### config.mk
export PLATFORM = sky130hd
export DESIGN_NAME = ff_d_pipe
export DESIGN_NICKNAME = d
export VERILOG_FILES = /design/src/rtl/ff_d_pipe.sv
export SDC_FILE = /design/constraint.sdc
export NUM_CORES = 1
export LEC_CHECK = 0
export BUFFER_PORTS_ARGS = -buffer_cell sky130_fd_sc_hd__buf_2
export CAP_MARGIN = 0
export CORE_AREA = 4 4 99 101
export DETAILED_ROUTE_END_ITERATION = 12
export DIE_AREA = 0 0 103 105
export PLACE_DENSITY_LB_ADDON = 0.15
export SYNTH_ARGS = -nofsm -noshare
export SYNTH_HDL_FRONTEND = slang
export SYNTH_SLANG_ARGS = --single-unit
### constraint.sdc
create_clock -name CLK -period 3.1 [get_ports CLK]
set_clock_uncertainty 0.2 [all_clocks]
set_input_delay 0.31 -clock CLK [delete_from_list [all_inputs] [get_ports CLK]]
set_output_delay 0.31 -clock CLK [all_outputs]
set_load 0.02 [all_outputs]
### src/rtl/ff_d_pipe.sv
// ff_d_pipe: WIDTH-bit, DEPTH-stage register pipeline with a per-stage valid
// bit and a valid/ready handshake at both ends. Bubbles collapse under
// back-pressure. FLUSH synchronously clears the pipeline. OCC reports how
// many stages are valid.
//
// Ports:
//   CLK        rising-edge clock
//   RST        synchronous reset, active-high
//   EN         global enable; 0 freezes every stage
//   FLUSH      synchronous clear of all valid bits
//   IN_VALID   D carries a word
//   IN_READY   pipeline accepts D this cycle (combinational take chain)
//   D          input word
//   OUT_VALID  Q carries a word (valid bit of the last stage)
//   OUT_READY  consumer takes Q this cycle
//   Q          data of stage DEPTH-1
//   OCC        number of valid stages, 0..DEPTH
//
// Build option: define FF_D_PIPE_CLR_EN to zero the data registers on reset,
// on flush and whenever a stage loads a bubble, so that Q reads 0 while
// invalid. Without it only the valid bits are reset or cleared.

module ff_d_pipe #(
  parameter int unsigned WIDTH = 32,
  parameter int unsigned DEPTH = 4,
  localparam int unsigned OCCW = $clog2(DEPTH + 1)
) (
  input  logic             CLK,
  input  logic             RST,
  input  logic             EN,
  input  logic             FLUSH,
  input  logic             IN_VALID,
  output logic             IN_READY,
  input  logic [WIDTH-1:0] D,
  output logic             OUT_VALID,
  input  logic             OUT_READY,
  output logic [WIDTH-1:0] Q,
  output logic [OCCW-1:0]  OCC
);

  logic [DEPTH-1:0] v_q;
  logic [DEPTH-1:0] v_d;
  logic [WIDTH-1:0] data_q [DEPTH];
  logic [WIDTH-1:0] data_d [DEPTH];
  logic [DEPTH-1:0] take_c;

  // Take chain, evaluated from the output end toward the input end.
  // A running variable avoids reading take_c back inside this block.
  always_comb begin
    logic t;
    take_c = '0;
    t      = OUT_READY;
    for (int i = DEPTH - 1; i >= 0; i--) begin
      t         = EN & ~FLUSH & ~RST & (~v_q[i] | t);
      take_c[i] = t;
    end
  end

  // Next-state for the valid bits and data of every stage.
  always_comb begin
    v_d = v_q;
    for (int i = 0; i < DEPTH; i++) begin
      data_d[i] = data_q[i];
    end

    // Stage 0 loads from the input port.
    if (take_c[0]) begin
      v_d[0] = IN_VALID;
      if (IN_VALID) begin
        data_d[0] = D;
      end
`ifdef FF_D_PIPE_CLR_EN
      else begin
        data_d[0] = '0;
      end
`endif
    end

    // Later stages load from the stage upstream of them.
    for (int i = 1; i < DEPTH; i++) begin
      if (take_c[i]) begin
        v_d[i] = v_q[i-1];
        if (v_q[i-1]) begin
          data_d[i] = data_q[i-1];
        end
`ifdef FF_D_PIPE_CLR_EN
        else begin
          data_d[i] = '0;
        end
`endif
      end
    end

    // Flush drops everything in flight; the take chain is already gated off.
    if (FLUSH) begin
      v_d = '0;
`ifdef FF_D_PIPE_CLR_EN
      for (int i = 0; i < DEPTH; i++) begin
        data_d[i] = '0;
      end
`endif
    end
  end

  // Valid bits: always reset.
  always_ff @(posedge CLK) begin
    if (RST) begin
      v_q <= '0;
    end else begin
      v_q <= v_d;
    end
  end

`ifdef FF_D_PIPE_CLR_EN
  // Data registers with reset to zero.
  always_ff @(posedge CLK) begin
    for (int i = 0; i < DEPTH; i++) begin
      if (RST) begin
        data_q[i] <= '0;
      end else begin
        data_q[i] <= data_d[i];
      end
    end
  end
`else
  // Data registers without reset; stale contents are masked by v_q.
  always_ff @(posedge CLK) begin
    for (int i = 0; i < DEPTH; i++) begin
      data_q[i] <= data_d[i];
    end
  end
`endif

  // Occupancy: popcount of the registered valid bits.
  always_comb begin
    logic [OCCW-1:0] cnt;
    cnt = '0;
    for (int i = 0; i < DEPTH; i++) begin
      cnt = cnt + OCCW'(v_q[i]);
    end
    OCC = cnt;
  end

  assign IN_READY  = take_c[0];
  assign OUT_VALID = v_q[DEPTH-1];
  assign Q         = data_q[DEPTH-1];

endmodule

# Word level (Yosys, flattened, before mapping)
# Memories as Yosys holds them, arrays and structs flattened.
# Index checks and enable logic that the tools add are counted.
[classes] reduce_logical=1 addsub=3 eq_ne=0 mul=0 bitwise=16 muxes=8 order_cmp=0 shifts=0 div_mod_pow=0
[op_table] op="$mux 32" n=8
[op_table] op="$and 1x1->1" n=6
[op_table] op="$not 1->1" n=6
[op_table] op="$or 1x1->1" n=4
[op_table] op="$add 2x1->3" n=1
[op_table] op="$add 3x1->3" n=1
[op_table] op="$add 1x1->2" n=1
[op_table] op="$reduce_or 2->1" n=1
[totals] latchBits=0 output_inout_bits=37 reg_bits=4 wordCells=33 mem_bits_ro=0 ram_bits=128 n_memories=1
[mem_list] memory="data_q" words=4 word_bits=32 read_ports=4 rd_clocked_by_memory_dff=0 write_ports=4 line_no="43" rtl="logic [WIDTH-1:0] data_q [DEPTH];"

# Longest topological paths before layout
# Gate-level depths: netlist (run 1).
[logic_depth] word_depth=11 mapped_depth=5

# Worst setup path after synthesis (run 1)
# Ideal clock, no wire load.
[synth_timing] path_kind="reg2out" startpoint="reg v_q[3]" endpoint="out OCC[1]" path_stages_with_launch=6 n_path_buf=0 arrival_ns=1.699 required_time_ns=2.590 slack_ns=0.891 cell_sequence="dfxtp_1 -> inv_1 -> fa_1 -> inv_1 -> ha_1 -> ha_1"
[synth_via] elab_chain_len=1
[synth_lines] item="start: declaration" line_no="41" rtl="logic [DEPTH-1:0] v_q;"
[synth_lines] item="start signal: assignment" line_no="110" rtl="v_q <= v_d;"
[synth_lines] item="$add 3x1->3" line_no="139" rtl="cnt = cnt + OCCW'(v_q[i]);"
[synth_lines] item="end: declaration" line_no="38" rtl="output logic [OCCW-1:0] OCC"
# No other way between the ends.

# Worst setup path in the final report (run 1)
# Ends and elaborated chain as after synthesis.

==> flow_results.xml, run 1 <==
<?xml version="1.0" encoding="UTF-8"?>
<metrics>
  <group name="grt">
    <metric name="globalRoute.totalOverflow" unit="">0</metric>
    <metric name="number_of_antenna_violations_at_the_first_check_in_global_routing" unit="">0</metric>
    <metric name="grt_pass1_wl" unit="um">9090</metric>
    <metric name="maximum_number_of_pins_on_one_net_before_global_route_repair" unit="">33</metric>
    <metric name="grt_use_met3" unit="%">5.07</metric>
    <metric name="gr-usage-met2" unit="%">20.3</metric>
    <metric name="grt_pass1_vias" unit="">2017</metric>
    <metric name="grt_usage" unit="%">11.5</metric>
    <metric name="met1_usage" unit="%">10.8</metric>
    <metric name="global_route.peak_usage_layer" unit="">met2</metric>
  </group>
  <group name="place">
    <metric name="place.gp.congestion" unit="">0.745</metric>
    <metric name="place_hpwl" unit="um">3410</metric>
    <metric name="io_buffer_count" unit="">74</metric>
    <metric name="postPlaceCellArea" unit="um^2">4710</metric>
  </group>
  <group name="detailed_routing">
    <metric name="vias" unit="">1830</metric>
    <metric name="avgViaCountPerCell" unit="">4.40</metric>
    <metric name="firstDrtPassIters" unit="">4</metric>
    <metric name="post_drt_wl_per_cell" unit="um">13.2</metric>
    <metric name="initialDrtViolationCount" unit="">36</metric>
    <metric name="route.final.wire_length" unit="um">5510</metric>
    <metric name="detail_route.drc_violations" unit="">0</metric>
    <metric name="ant_nets" unit="">0</metric>
  </group>
  <group name="synth">
    <metric name="synth_most_common_cell" unit="">edfxtp_1</metric>
    <metric name="postSynthNetCount" unit="">201</metric>
    <metric name="synth_edf_count" unit="">128</metric>
    <metric name="synth.avg_cell_area" unit="um^2">26.0</metric>
    <metric name="synth_seq_cells" unit="">132</metric>
    <metric name="synth_top_cells_by_area" unit="">edfxtp_1 93%, dfxtp_1 1.9%, ha_1 0.60%, inv_1 0.54%, a21oi_1 0.48%</metric>
    <metric name="synth_ff_type" unit="">edfxtp_1</metric>
    <metric name="async_flop_share" unit="%">0</metric>
    <metric name="post_synth_instance_area" unit="um^2">4160</metric>
    <metric name="synth_cell_type_count" unit="">18</metric>
    <metric name="cell_type_with_the_largest_total_area_after_synthesis" unit="">edfxtp_1</metric>
    <metric name="synthCells" unit="">160</metric>
    <metric name="synth_sequential_area_ratio" unit="%">94.4</metric>
    <metric name="ys_warn_count" unit="">0</metric>
    <metric name="synthDominantCellAreaShare" unit="%">92.5</metric>
    <metric name="synth.cells.most_frequent" unit="">128 x edfxtp_1, 6 x inv_1, 4 x a21oi_1, 4 x dfxtp_1</metric>
  </group>
  <group name="clock_network">
    <metric name="tritoncts" unit="">yes</metric>
    <metric name="clockRootBuffer" unit="">clkbuf_8</metric>
    <metric name="clock_insertion_delay_worst_skew" unit="ns">0.49</metric>
    <metric name="clock_tree.htree_level_count" unit="">4</metric>
    <metric name="cts_num_sinks" unit="">132</metric>
    <metric name="clock_tree.buffer_depth" unit="">2</metric>
    <metric name="cts.clk_slew.worst_paths" unit="ns">0.06</metric>
    <metric name="post_cts_resized" unit="">0</metric>
    <metric name="cts_made_buffers" unit="">17</metric>
  </group>
  <group name="setup_path">
    <metric name="crit_path_top_delay_cell" unit="">fa_1</metric>
    <metric name="critical_path_fanouts_max" unit="">5</metric>
    <metric name="timing.critical_path.arrival" unit="ns">2.17</metric>
    <metric name="delay_of_the_slowest_critical_path_stage" unit="ns">0.55</metric>
    <metric name="cp-start-kind" unit="">flop</metric>
    <metric name="crit_path_cell_trace" unit="">inv_1, fa_1, inv_1, ha_1, ha_1, buf_2</metric>
    <metric name="crit_path_end_kind" unit="">output pin</metric>
    <metric name="worst-setup-path-type" unit="">flop to output pin</metric>
    <metric name="worst_ep_required_time" unit="ns">2.59</metric>
  </group>
  <group name="timing">
    <metric name="timing.setup.tns" unit="ns">0</metric>
    <metric name="setup_viol_count_final" unit="">0</metric>
    <metric name="final_report_hold_violation_count" unit="">0</metric>
    <metric name="timing_max_transition_violations_final" unit="">0</metric>
    <metric name="min_period" unit="ns">2.68</metric>
    <metric name="worstMarginPinSlew" unit="ns">0.663</metric>
    <metric name="rsz0062_at_grt" unit="">no</metric>
    <metric name="slew-limit-headroom" unit="%">55.8</metric>
    <metric name="top_achievable_clock_speed" unit="MHz">372</metric>
    <metric name="timing.final.crit_share" unit="%">86.6</metric>
  </group>
  <group name="final_layout">
    <metric name="area_growth_syn_to_layout" unit="%">35.0</metric>
    <metric name="final_cell_area" unit="um^2">5610</metric>
    <metric name="final_net_count" unit="">334</metric>
    <metric name="share_of_post_route_cells_with_drive_strength_above_1" unit="%">36.1</metric>
    <metric name="diodes" unit="">0</metric>
    <metric name="fill_cells" unit="">632</metric>
  </group>
  <group name="die">
    <metric name="die_h" unit="um">105</metric>
    <metric name="io_count" unit="">75</metric>
    <metric name="core.rowCount" unit="">35</metric>
    <metric name="core_region_area" unit="um^2">9020</metric>
    <metric name="start_util" unit="%">46.1</metric>
    <metric name="die_width" unit="um">103</metric>
    <metric name="area_of_the_die" unit="um^2">10800</metric>
  </group>
  <group name="power_and_ir_drop">
    <metric name="ir_worst_vdd" unit="uV">516</metric>
    <metric name="leakage" unit="nW">2.06</metric>
    <metric name="power.density" unit="nW/um^2">672</metric>
  </group>
  <group name="hold_path">
    <metric name="worst_hold_path_type" unit="">primary input to flop</metric>
  </group>
  <group name="flow_run">
    <metric name="timing.max_cap.violations" unit="">0</metric>
  </group>
  <group name="run_status">
    <metric name="outcome" unit="">finished, final reports clean</metric>
  </group>
</metrics>
==> cell type report <==
cell class	instances	area, um^2	area share [%]
Timing Repair Buffer	115	796	14.2
Inverter	6	22.5	0.401
Tap cell	111	139	2.48
Clock inverter	14	114	2.03
Sequential cell	132	3920	69.9
Clock buffer	17	414	7.38
Multi-Input combinational cell	21	201	3.59
==> metal layers <==
layer / vias up / wire (um)
met5: - / 0
met4: 0 / 76
met3: 8 / 252
met2: 47 / 3150
met1: 871 / 2020
li1: 904 / -
==> sequential cells by signal, summed over array words and instances, names as in the netlist <==
| register | cells |
|---|---|
| data_q | 128 |
| v_q | 4 |
==> power by group <==
part | total, W | switching (W) | internal (W)
registers | 0.00196 | 0.00000333 | 0.00196
clock network | 0.00173 | 0.000683 | 0.00105
logic | 0.0000786 | 0.0000268 | 0.0000518
total | 0.00377 | 0.000713 | 0.00306
==> critical path, delay by kind of cell (launching register included) <==
family / cells / cell delay [ns]
buffers and inverters: 3 / 0.30
DFF: 1 / 0.39
adders and majority gates: 3 / 0.99
==> worst paths after layout <==
path                                 endpoint  slack (ns)          start  cells past startpoint
worst min-delay path                   v_q[1]        0.03          FLUSH                      3
worst min register to register  data_q[1][21]        0.21  data_q[0][21]                      0
worst max-delay path                   OCC[1]        0.42         v_q[3]                      6
worst max register to register  data_q[1][11]        1.20         v_q[2]                      3
==> metrics by stage <==
stage | setup WS (ns) | hold slack, ns | total power, W | util, % | instances
final | 0.415 | 0.0344 | 0.00377 | 62.2 | 416
after global routing | 0.302 | 0.0277 | 0.00391 | 62.2 | 416
after CTS | 0.369 | 0.00190 | 0.00381 | 62.2 | 416
after detailed placement | 0.915 | 0.205 | 0.00204 | 52.2 | 348
after global placement | 0.969 | 0.200 | 0.00204 | 52.2 | 348
after floorplan | 0.891 | 0.200 | 0.00201 | - | 160
==> kinds of logic after synthesis <==
family	count (synthesis)	synth area share, %
AO/OA/AOI/OAI	9	1.75
adder cells (fa/ha/maj)	3	1.08
buffers and inverters	7	0.723
flip-flops	132	94.4
multiplexers	2	0.482
AND/OR/NAND/NOR	7	1.54
==> layout by cell type (no fill, tap or decap) <==
cell	synthesis	routed
dfxtp_1	4	4
clkinv_2	0	4
fa_1	1	1
dlygate4sd3_1	0	37
mux2i_1	2	2
a311oi_2	1	1
inv_1	6	6
clkinvlp_4	0	4
buf_2	0	74
ha_1	2	2
nand4b_2	1	1
or2_1	1	1
nand2_1	1	1
nor3b_4	1	1
edfxtp_1	128	128
clkinv_1	0	2
bufinv_16	0	1
o211a_1	2	2
inv_6	0	2
buf_4	1	2
a21bo_1	1	1
clkbuf_16	0	16
o21a_1	1	1
nand3b_1	1	1
clkinv_4	0	1
buf_12	0	2
clkbuf_8	0	1
a21oi_1	4	4
and3_1	2	2
==> what timing repair did <==
action / 4_1_cts / 5_1_grt
endpoints found under the hold margin: 35 / 0
buffers inserted: 0 / 0
hold buffers: 37 / 0
(Power assumes the default switching activity.)
==> inputs of run 2 (changes only) <==
--- a/config.mk
+++ b/config.mk
@@ -7,9 +7,11 @@
 export LEC_CHECK = 0
 export BUFFER_PORTS_ARGS = -buffer_cell sky130_fd_sc_hd__buf_2
 export CAP_MARGIN = 0
-export CORE_AREA = 4 4 99 101
+export CELL_PAD_IN_SITES_DETAIL_PLACEMENT = 0
+export CELL_PAD_IN_SITES_GLOBAL_PLACEMENT = 2
+export CORE_AREA = 4 4 114 116
 export DETAILED_ROUTE_END_ITERATION = 12
-export DIE_AREA = 0 0 103 105
+export DIE_AREA = 0 0 118 120
 export PLACE_DENSITY_LB_ADDON = 0.15
 export SYNTH_ARGS = -nofsm -noshare
 export SYNTH_HDL_FRONTEND = slang
==> run 2 against run 1 <==
  * Critical path depth unchanged
  * Setup slack gained 0.12 ns
  * Wire length grew 3.5%
  * Utilization down 15 points
  * Register-to-register slack improved by 0.03 ns
  * Cell area up 0.27%
  * Power increased by 4.3%
  * Die area up 31%
  * Critical endpoint unchanged
==> flow_results.xml, run 2 (synthesis gave the netlist of run 1 again) <==
<?xml version="1.0" encoding="UTF-8"?>
<metrics>
  <group name="place">
    <metric name="place_hpwl" unit="um">3540</metric>
    <metric name="place.gp.congestion" unit="">0.729</metric>
    <metric name="detailedPlace.worstSlack" unit="ns">0.936</metric>
    <metric name="io_buffer_count" unit="">74</metric>
  </group>
  <group name="hold_path">
    <metric name="worst_hold_startpoint" unit="">IN_VALID</metric>
    <metric name="worst_hold_path_type" unit="">primary input to flop</metric>
  </group>
  <group name="final_layout">
    <metric name="final_net_count" unit="">327</metric>
    <metric name="top_register" unit="">data_q</metric>
    <metric name="largest_register_ffs" unit="">128</metric>
    <metric name="final_cell_mix" unit="">128 x edfxtp_1, 74 x buf_2, 32 x dlygate4sd3_1</metric>
    <metric name="area_growth_syn_to_layout" unit="%">35.4</metric>
    <metric name="diodes" unit="">0</metric>
    <metric name="layout_commonest_cell" unit="">edfxtp_1</metric>
    <metric name="share_of_post_route_cells_with_drive_strength_above_1" unit="%">35.6</metric>
    <metric name="fill_cells" unit="">1021</metric>
    <metric name="finish.utilization" unit="%">47.2</metric>
    <metric name="reg_top3" unit="">data_q x128, v_q x4</metric>
  </group>
  <group name="detailed_routing">
    <metric name="detail_route.drc_violations" unit="">0</metric>
    <metric name="avgViaCountPerCell" unit="">4.07</metric>
    <metric name="vias" unit="">1813</metric>
    <metric name="route.final.wire_length" unit="um">5700</metric>
    <metric name="post_drt_wl_per_cell" unit="um">12.8</metric>
    <metric name="initialDrtViolationCount" unit="">71</metric>
    <metric name="firstDrtPassIters" unit="">4</metric>
    <metric name="ant_nets" unit="">0</metric>
  </group>
  <group name="timing">
    <metric name="worstMarginPinSlew" unit="ns">0.716</metric>
    <metric name="fin_ws" unit="ns">0.535</metric>
    <metric name="timing.hold.ws" unit="ns">0.0197</metric>
    <metric name="setup_viol_count_final" unit="">0</metric>
    <metric name="timing.final.crit_share" unit="%">82.7</metric>
    <metric name="rsz0062_at_grt" unit="">no</metric>
    <metric name="slew-limit-headroom" unit="%">52.3</metric>
    <metric name="timing.setup.tns" unit="ns">0</metric>
    <metric name="final_report_hold_violation_count" unit="">0</metric>
    <metric name="min_period" unit="ns">2.56</metric>
    <metric name="top_achievable_clock_speed" unit="MHz">390</metric>
    <metric name="timing_max_transition_violations_final" unit="">0</metric>
  </group>
  <group name="setup_path">
    <metric name="rr_startpoint" unit="">v_q[2]</metric>
    <metric name="crit_path_cell_trace" unit="">inv_1, fa_1, inv_1, ha_1, ha_1, buf_2</metric>
    <metric name="delay_of_the_slowest_critical_path_stage" unit="ns">0.54</metric>
    <metric name="critical_path_fanouts_max" unit="">5</metric>
    <metric name="crit_path_end_kind" unit="">output pin</metric>
    <metric name="timing.critical_path.arrival" unit="ns">2.05</metric>
    <metric name="critical_path.startpoint" unit="">v_q[3]</metric>
    <metric name="critical-path-top-delay-family" unit="">adder cells</metric>
    <metric name="cp-start-kind" unit="">flop</metric>
    <metric name="crit_path_top_delay_cell" unit="">fa_1</metric>
    <metric name="worst-setup-path-type" unit="">flop to output pin</metric>
    <metric name="cp.buffers_inverters" unit="">3</metric>
    <metric name="worst_ep_required_time" unit="ns">2.59</metric>
  </group>
  <group name="die">
    <metric name="start_util" unit="%">34.9</metric>
    <metric name="die_width" unit="um">118</metric>
    <metric name="core_region_area" unit="um^2">11900</metric>
    <metric name="io_count" unit="">75</metric>
    <metric name="core.rowCount" unit="">40</metric>
    <metric name="die_h" unit="um">120</metric>
    <metric name="area_of_the_die" unit="um^2">14200</metric>
  </group>
  <group name="clock_network">
    <metric name="clockRootBuffer" unit="">clkbuf_16</metric>
    <metric name="tritoncts" unit="">yes</metric>
    <metric name="clock_tree.buffer_depth" unit="">2</metric>
    <metric name="post_cts_resized" unit="">0</metric>
    <metric name="cts.clk_slew.worst_paths" unit="ns">0.05</metric>
    <metric name="clock_tree.htree_level_count" unit="">4</metric>
    <metric name="cts_made_buffers" unit="">17</metric>
    <metric name="clock_insertion_delay_worst_skew" unit="ns">0.40</metric>
    <metric name="cts_num_sinks" unit="">132</metric>
  </group>
  <group name="grt">
    <metric name="grt_usage" unit="%">8.94</metric>
    <metric name="globalRoute.totalOverflow" unit="">0</metric>
    <metric name="grt_pass1_vias" unit="">1913</metric>
    <metric name="grt_pass1_wl" unit="um">9320</metric>
    <metric name="maximum_number_of_pins_on_one_net_before_global_route_repair" unit="">33</metric>
    <metric name="number_of_antenna_violations_at_the_first_check_in_global_routing" unit="">0</metric>
  </group>
  <group name="power_and_ir_drop">
    <metric name="share_comb_of_total_power" unit="%">1.9</metric>
    <metric name="net-switching-power" unit="W">0.000678</metric>
    <metric name="swShare" unit="%">17.2</metric>
    <metric name="totalPowerFinal" unit="W">0.00393</metric>
    <metric name="p_clk_share" unit="%">48.2</metric>
    <metric name="ir_worst_vdd" unit="uV">338</metric>
    <metric name="pwr-share-seq" unit="%">49.9</metric>
    <metric name="power.density" unit="nW/um^2">699</metric>
    <metric name="leakage" unit="nW">2.04</metric>
    <metric name="internal_power" unit="W">0.00325</metric>
  </group>
  <group name="run_status">
    <metric name="outcome" unit="">finished, final reports clean</metric>
  </group>
  <group name="flow_run">
    <metric name="timing.max_cap.violations" unit="">0</metric>
  </group>
</metrics>
run 2: cell types whose count changed in the layout (fill, tap and decap cells not counted), moves of 2 or more:
cell           before  now
dlygate4sd3_1      37   32
clkbuf_1            0    3
clkinvlp_4          4    1
and3_1              2    0
and3_2              0    2
bufinv_16           1    3
clkinv_2            4    2
inv_6               2    0
run 2: what timing repair did:
| action | in CTS | in global routing |
|---|---|---|
| hold buffers | 32 | 0 |
| endpoints found under the hold margin | 32 | 0 |
| setup buffers | 0 | 0 |
run 2: worst paths after layout:
kind / cells after the start / slack [ns] / endpoint
max reg2reg: 3 / 1.23 / data_q[0][14]
min: 3 / 0.02 / v_q[0]
min reg2reg: 0 / 0.21 / data_q[1][7]
max: 6 / 0.54 / OCC[1]
run 2: power groups by stage:
stage          clock network (W)   logic, W  registers, W
6_report                 0.00190  0.0000749       0.00196
5_1_grt                  0.00204  0.0000825       0.00196
4_1_cts                  0.00196  0.0000755       0.00196
3_5_place_dp                   0  0.0000448       0.00200
3_3_place_gp                   0  0.0000445       0.00200
2_1_floorplan                  0  0.0000140       0.00200
run 2: final cells by class:
cell class              instances  area, um^2  share of cell area, %
repair buffers                108         718                   12.8
multi-input cells              21         204                   3.63
well taps                     147         184                   3.27
flip-flops and latches        132        3920                   69.8
clock buffers                  20         437                   7.76
clock inverters                11         136                   2.42
inverters                       6        22.5                  0.400
run 2: routing by layer:
layer	wire length [um]	share of wire, %	GRT usage (%)
met3	405	7.1	5.37
met4	180	3.2	5.42
met5	0	0	0
met2	3120	55	15.1
met1	1990	35	8.18
run 2: stage by stage:
| step | instances | instance area [um^2] |
|---|---|---|
| after global routing | 445 | 5630 |
| after global placement | 382 | 4730 |
| after CTS | 445 | 5630 |
| final | 445 | 5630 |
| after detailed placement | 382 | 4730 |
| after floorplan | 160 | 4160 |
run 2: worst reg2reg max path: cells and delay by family (launching register included):
kind / cells / cell delay (ns)
buf+inv: 1 / 0.27
flops: 1 / 0.45
simple gates: 1 / 0.22
compound gates: 1 / 0.48
